## src/rtl/dac_sample_streamer.sv

```systemverilog
// Paced sample feeder for the 10-bit DAC: buffers core samples in a small FIFO and
// releases one to D every div+1 cycles, holding the last code and counting missed ticks.
//
// state | meaning
// IDLE  | stream stopped, tick counter held at 0, D holds last code
// PRIME | waiting for the FIFO to reach half full
// RUN   | pacing ticks pop one sample per period
module dac_sample_streamer #(
    parameter int DEPTH = 8,
    parameter int DIV_W = 16
) (
    input  logic                     CLK,
    input  logic                     reset,
    input  logic [9:0]               in_data,
    input  logic                     in_valid,
    output logic                     in_ready,
    input  logic                     enable,
    input  logic [DIV_W-1:0]         div,
    input  logic                     clr_stat,
    output logic [9:0]               D,
    output logic                     d_strobe,
    output logic [$clog2(DEPTH):0]   level,
    output logic                     streaming,
    output logic [7:0]               underflow_cnt
);
    localparam int AW = $clog2(DEPTH);
    localparam int LW = AW + 1;

    typedef enum logic [1:0] {S_IDLE, S_PRIME, S_RUN} state_t;

    state_t           r_state;
    state_t           w_next_state;
    logic [9:0]       r_mem [DEPTH];
    logic [AW-1:0]    r_wr_ptr;
    logic [AW-1:0]    r_rd_ptr;
    logic [LW-1:0]    r_level;
    logic [DIV_W-1:0] r_cnt;
    logic [9:0]       r_d;
    logic             r_strobe;
    logic [7:0]       r_uf_cnt;

    logic w_full;
    logic w_empty;
    logic w_push;
    logic w_pop;
    logic w_tick;

    assign w_full   = (r_level == LW'(DEPTH));
    assign w_empty  = (r_level == '0);
    assign w_push   = in_valid && !w_full;
    // enable low suppresses a tick in the same cycle the FSM leaves RUN
    assign w_tick   = (r_state == S_RUN) && enable && (r_cnt == '0);
    assign w_pop    = w_tick && !w_empty;

    assign in_ready      = !w_full;
    assign level         = r_level;
    assign D             = r_d;
    assign d_strobe      = r_strobe;
    assign streaming     = (r_state == S_RUN);
    assign underflow_cnt = r_uf_cnt;

    always_comb begin
        w_next_state = r_state;
        case (r_state)
            S_IDLE:  if (enable) w_next_state = S_PRIME;
            S_PRIME: begin
                if (!enable)
                    w_next_state = S_IDLE;
                else if (r_level >= LW'(DEPTH / 2))
                    w_next_state = S_RUN;
            end
            S_RUN:   if (!enable) w_next_state = S_IDLE;
            default: w_next_state = S_IDLE;
        endcase
    end

    always_ff @(posedge CLK or posedge reset) begin
        if (reset)
            r_state <= S_IDLE;
        else
            r_state <= w_next_state;
    end

    always_ff @(posedge CLK or posedge reset) begin
        if (reset) begin
            r_cnt <= '0;
        end else begin
            case (r_state)
                S_PRIME: r_cnt <= (w_next_state == S_RUN) ? div : '0;
                S_RUN: begin
                    if (!enable)
                        r_cnt <= '0;
                    else if (r_cnt == '0)
                        r_cnt <= div;
                    else
                        r_cnt <= r_cnt - DIV_W'(1);
                end
                default: r_cnt <= '0;
            endcase
        end
    end

    // Storage has no reset; pointers and level define what is valid.
    always_ff @(posedge CLK) begin
        if (w_push)
            r_mem[r_wr_ptr] <= in_data;
    end

    always_ff @(posedge CLK or posedge reset) begin
        if (reset) begin
            r_wr_ptr <= '0;
            r_rd_ptr <= '0;
            r_level  <= '0;
        end else begin
            if (w_push)
                r_wr_ptr <= r_wr_ptr + AW'(1);
            if (w_pop)
                r_rd_ptr <= r_rd_ptr + AW'(1);
            case ({w_push, w_pop})
                2'b10:   r_level <= r_level + LW'(1);
                2'b01:   r_level <= r_level - LW'(1);
                default: r_level <= r_level;
            endcase
        end
    end

    always_ff @(posedge CLK or posedge reset) begin
        if (reset) begin
            r_d      <= '0;
            r_strobe <= 1'b0;
            r_uf_cnt <= '0;
        end else begin
            r_strobe <= w_pop;
            if (w_pop)
                r_d <= r_mem[r_rd_ptr];
            if (clr_stat)
                r_uf_cnt <= '0;
            else if (w_tick && w_empty && (r_uf_cnt != 8'hFF))
                r_uf_cnt <= r_uf_cnt + 8'd1;
        end
    end
endmodule

```

## config.mk

```make
export PLATFORM = sky130hd
export DESIGN_NAME = dac_sample_streamer
export DESIGN_NICKNAME = d
export VERILOG_FILES = /design/src/rtl/dac_sample_streamer.sv
export SDC_FILE = /design/constraint.sdc
export NUM_CORES = 1
export LEC_CHECK = 0
export ABC_AREA = 1
export CAP_MARGIN = 40
export CORE_MARGIN = 2
export CORE_UTILIZATION = 50
export DETAILED_ROUTE_END_ITERATION = 8
export GPL_ROUTABILITY_DRIVEN = 0
export GPL_TIMING_DRIVEN = 1
export PLACE_DENSITY = 0.7
export SYNTH_ARGS = -nofsm -noshare
export SYNTH_HDL_FRONTEND = slang
export SYNTH_SLANG_ARGS = --single-unit
```

## constraint.sdc

```tcl
create_clock -name CLK -period 2.6 [get_ports CLK]
set_input_delay 0.52 -clock CLK [delete_from_list [all_inputs] [get_ports CLK]]
set_output_delay 0.52 -clock CLK [all_outputs]
set_load 0.05 [all_outputs]
```

* Word-level counts from Yosys, hierarchy flattened *
Memories as Yosys holds them, arrays and structs flattened. A register that Yosys moved wholly into a read port is not among the register bits.
Index checks and enable logic that the tools add are counted.

operators by class
  equality and inequality tests = 7
  $lt $le $gt $ge = 1
  add/sub/neg operators = 6
  mux-type cells = 14
  reduce and logical (&&, ||, !) cells = 13

operator list
  operator               number
  $mux 16                3
  $pmux 16 s2            1
  $logic_not 16->1       1
  $mux 8                 2
  $sub 16x1->16 const B  1
  $add 8x1->8 const B    1
  $mux 2                 4
  $ne 8x8->1 const B     1
  $pmux 4 s2             1
  $add 3x1->3 const B    2
  $eq 2x2->1 const B     3
  $logic_and 1x1->1      6
  $pmux 2 s3             1
  $add 4x1->4 const B    1
  $eq 2x1->1 const B     2
  $eq 4x4->1 const B     1
  $ge 4x3->1 const B     1
  $logic_not 4->1        1
  $reduce_bool 2->1      2
  $sub 4x1->4 const B    1
  $logic_not 1->1        2
  $logic_not 2->1        1
  $mux 1                 2

storage, ports and cells
  flip-flop bits (word level) = 37
  memories = 1
  bits in writable memories = 80
  output and inout bits = 25
  input port bits = 31

memory list
  memory  words  bits a word  rd ports  clocked after Yosys merged registers in  wr ports  line  text
  r_mem   8      10           1         1                                        1         33    logic [9:0] r_mem [DEPTH];

* Logic depth before layout (Yosys ltp) *
  depth in word-level cells = 7
  gate-level depth with buffers = 15
  mapped depth without buffers = 15

* Worst setup path after synthesis *
No wires, ideal clock.

  kind = register to register
  start point = register r_level[1], in the netlist level[1]
  end point = memory r_mem[4][0], enable pin
  setup time = 0.376 ns
  path buffers = 0
  period minus slack after synthesis = 2.613 ns
  arrival = 2.237 ns
  required time = 2.224 ns
  path slack = -0.013 ns
  cell stages (with the launch flop) = 6
  cell sequence = dfrtp_1 nor2_1 nand3_1 nand2_1 or2_2 nor2_1

on the way
  word-level cells in the longest chain between the ends = 5

RTL lines
  element                       line  text
  start: declaration            36    logic [LW-1:0] r_level;
  start signal: assignment      120   2'b10: r_level <= r_level + LW'(1);
  start signal: assignment      121   2'b01: r_level <= r_level - LW'(1);
  start signal: assignment      122   default: r_level <= r_level;
  $eq 4x4->1                    48    assign w_full = (r_level == LW'(DEPTH));
  $logic_not 1->1               -
  named net in_ready            16    output logic in_ready,
  $logic_and 1x1->1             50    assign w_push = in_valid && !w_full;
  $mux 1                        105   if (w_push)
  $mux 1 (implied by the code)  106   r_mem[r_wr_ptr] <= in_data;
  end: declaration              33

The timed path passes the listed nets, and every way through them passes these cells.

* Worst setup path in the final report *
  start point = register r_state[0]
  end point = output port streaming

on the way
  word-level cells in the longest chain between the ends = 1

RTL lines
  element                   line  text
  start: declaration        31    state_t r_state;
  start signal: assignment  81    r_state <= w_next_state;
  $eq 2x2->1                59    assign streaming = (r_state == S_RUN);
  end: declaration          23    output logic streaming,

Every way passes these cells.

==> metrics.yaml <==
global_routing:
  grt_pass1_wl_um: 22700
  grt_max_degree: 42
  antenna_found_initial: 0
  grt_pass1_vias: 4718
  grt-ovfl-total: 0
  grt_use_total_pct: 22.6
yosys:
  synth_top_area_cell: "edfxtp_1"
  yosysSeqAreaShare_pct: 58.3
  synth_most_common_cell: "nand2_1"
  synthDistinctLibCells: 33
  synth_area_leaders: "edfxtp_1 (39%), dfrtp_1 (19%), nand2_1 (11%)"
  syn_avg_cell_area_sq_um: 9.38
  synth.ff_latch_count: 127
  synth-edff-count: 80
  yosys_warnings: 0
  syn_area_sq_um: 6140
  synth_common_cells: "nand2_1 (173), edfxtp_1 (80), nor2_1 (75)"
  synthArstFlopShare_pct: 37.0
  synth_cells: 655
  synthDominantCellAreaShare_pct: 39.1
  synth_fp_nets: 698
  synth-main-ff-cell: "edfxtp_1"
setup_path:
  crit_required_ns: 2.08
  timing.rr.end: "level[2]"
  r2r_setup_slack_ns: 0.21
  endpoint: "streaming"
  reg2reg_from: "r_cnt[0]"
  crit_type: "reg2out"
  crit_family: "buffers and inverters"
  max_stage_delay_ns: 0.81
  crit_arrival_ns: 2.00
  worst-path-max-fanout: 6
  setup.worst_path.start_class: "register"
  crit_slowest_cell: "clkdlybuf4s50_1"
  crit_start: "r_state[0]"
  end_kind: "output pin"
  cp.depth: 3
  path_cells: "inv_1 -> ha_2 -> clkdlybuf4s50_1"
  critPathBufInv: 2
  reg2regPathDepth: 15
floorplan:
  core_area_sq_um: 12000
  pin_count: 56
  die_area_sq_um: 13200
  rows: 40
  dieWidth_um: 115
  initial_core_util_pct: 51.1
  die_h_um: 115
clocking:
  htree_levels: 4
  clkLatencyLatePin_ns: 0.42
  clk_pin_slew_ns: 0.06
  postCtsSetupBuffers: 0
  clockBufferDepth: 2
  cts_made_buffers: 17
  cts.sink_count: 127
  cts_tree: "done"
  cts_hold_buf: 0
  clockRootBuffer: "clkbuf_16"
timing:
  hold_viol_final: 0
  finalSetupViolations: 0
  hold_ws_ns: 0.479
  clock.fmax_mhz: 397
  tightest_slew_ns: 0.650
  finalClockSkew_ns: 0.00726
  fin_crit_ns: 2.52
  finalCritPeriodShare_pct: 97.0
  maxSlewHeadroom_pct: 56.6
  slew_viol_final: 0
power_and_ir_drop:
  powerDensity_nw_per_um2: 1140
  ir_drop_uv: 721
  combinationalPowerShare_pct: 39.8
  power.switching_uw: 3440
  p_clk_share_pct: 28.6
  p_leak_uw: 0.00330
  internal_power_uw: 5220
  seq_power_share_pct: 31.6
  p_sw_share_pct: 39.8
cells_and_area:
  register_area_sq_um: 3580
  final_util_pct: 63.1
  instances_no_fill: 887
  multiInputGateArea_sq_um: 2290
  nFillCells: 989
  antenna_cells: 0
  layout.nets: 770
  drive_gt1_share_pct: 10.8
  syn_to_final_growth_pct: 23.3
placed_design:
  dp_cells: 855
  numPortBuffers: 55
  dp_hpwl_um: 8990
route:
  drt-vias-per-instance: 5.40
  drt-pass1-iter-count: 5
  via_count: 4787
  drtIter0Drc: 321
  drc_errors: 0
  wl_per_cell_um: 15.9
  ant_nets: 0
  totalWireLength_um: 14100
job:
  maxCapViolations: 0
min_path:
  worstHoldPathType: "reg2reg"
outcome:
  status: "completed"
-- registers in the layout (all words and copies together) (netlist names) --
name,flops
r_mem,80
r_cnt,16
D,10
underflow_cnt,8
level,4
r_rd_ptr,3
r_wr_ptr,3
r_state,2
d_strobe,1
-- routing by layer --
layer | global-route usage (%) | routed length, um | up-vias
li1 | - | - | 2353
met1 | 27.5 | 5950 | 2298
met2 | 39.1 | 7330 | 109
met3 | 4.11 | 452 | 27
met4 | 10.7 | 328 | 0
met5 | 0 | 0 | -
-- worst register-to-register path, stage by stage (launching register included) --
cell     delay [ns]
dfrtp_1        0.38
inv_2          0.08
ha_1           0.16
inv_2          0.06
nor4_2         0.20
nand3_1        0.16
nor3_2         0.24
ha_2           0.24
nand2_1        0.08
inv_1          0.08
nor2_2         0.05
ha_1           0.18
a21oi_2        0.12
a21oi_1        0.08
o21ai_0        0.07
o21a_1         0.14
-- worst min-delay path by stage --
stage	slack, ns	startpoint	depth (start not counted)	end
2_1_floorplan	0.49	r_wr_ptr[0]	2	r_wr_ptr[0]
3_3_place_gp	0.46	D[3]	2	D[3]
3_5_place_dp	0.46	D[6]	2	D[6]
4_1_cts	0.48	D[6]	2	D[6]
5_1_grt	0.50	D[3]	2	D[3]
6_report	0.48	D[6]	2	D[6]
-- what timing repair did --
item,in CTS,in global routing
setup endpoints to repair,0,2
gates resized for setup,0,6
hold endpoints to repair,0,0
-- placed cells by master, fill, tap and decap left out, types with 5 or more instances in the layout --
cell	instances
a21oi_1	17
xor2_1	11
nand3_1	51
clkbuf_16	17
clkdlybuf4s50_1	55
edfxtp_1	80
nand2_1	173
ha_1	10
nor2_1	74
o21ai_0	43
xnor2_1	6
o22ai_1	20
buf_4	20
nor2_4	5
nand3b_1	9
inv_2	7
dfrtp_1	47
inv_1	46
-- cells by family after synthesis --
family	after synthesis	synth area share (%)
AOI/OAI and AO/OA	90	7.93
xor gates and xnor gates	17	2.42
adders and majority gates	12	2.44
buffers and inverters	76	4.93
DFF	127	58.3
and+or+nand+nor	333	24.0
-- per-stage QoR --
stage                     setup WS (ns)  total power, uW  setup TNS (ns)  instance area (sq um)
after floorplan                   0.169             5160               0                   6150
after global placement            0.171             6090               0                   6930
after detailed placement         0.0768             6200               0                   6930
after CTS                        0.0775             8690               0                   7550
after global routing            -0.0404             9190         -0.0570                   7570
final                            0.0791             8660               0                   7570
-- power groups by stage --
| stage | clock (uW) | combinational [uW] | sequential (uW) |
|---|---|---|---|
| finish | 2470 | 3450 | 2730 |
| global route | 2580 | 3840 | 2770 |
| CTS | 2500 | 3460 | 2730 |
| detailed placement | 0 | 3430 | 2760 |
| global placement | 0 | 3340 | 2750 |
| floorplan | 0 | 2060 | 3100 |
-- area by class of cell --
type / instances / area share [%]
Clock buffer: 17 / 5.62
Clock inverter: 15 / 2.58
Inverter: 54 / 2.68
Multi-Input combinational cell: 452 / 30.2
Sequential cell: 127 / 47.2
Tap cell: 147 / 2.43
Timing Repair Buffer: 75 / 9.25
(Power assumes the default switching activity.)
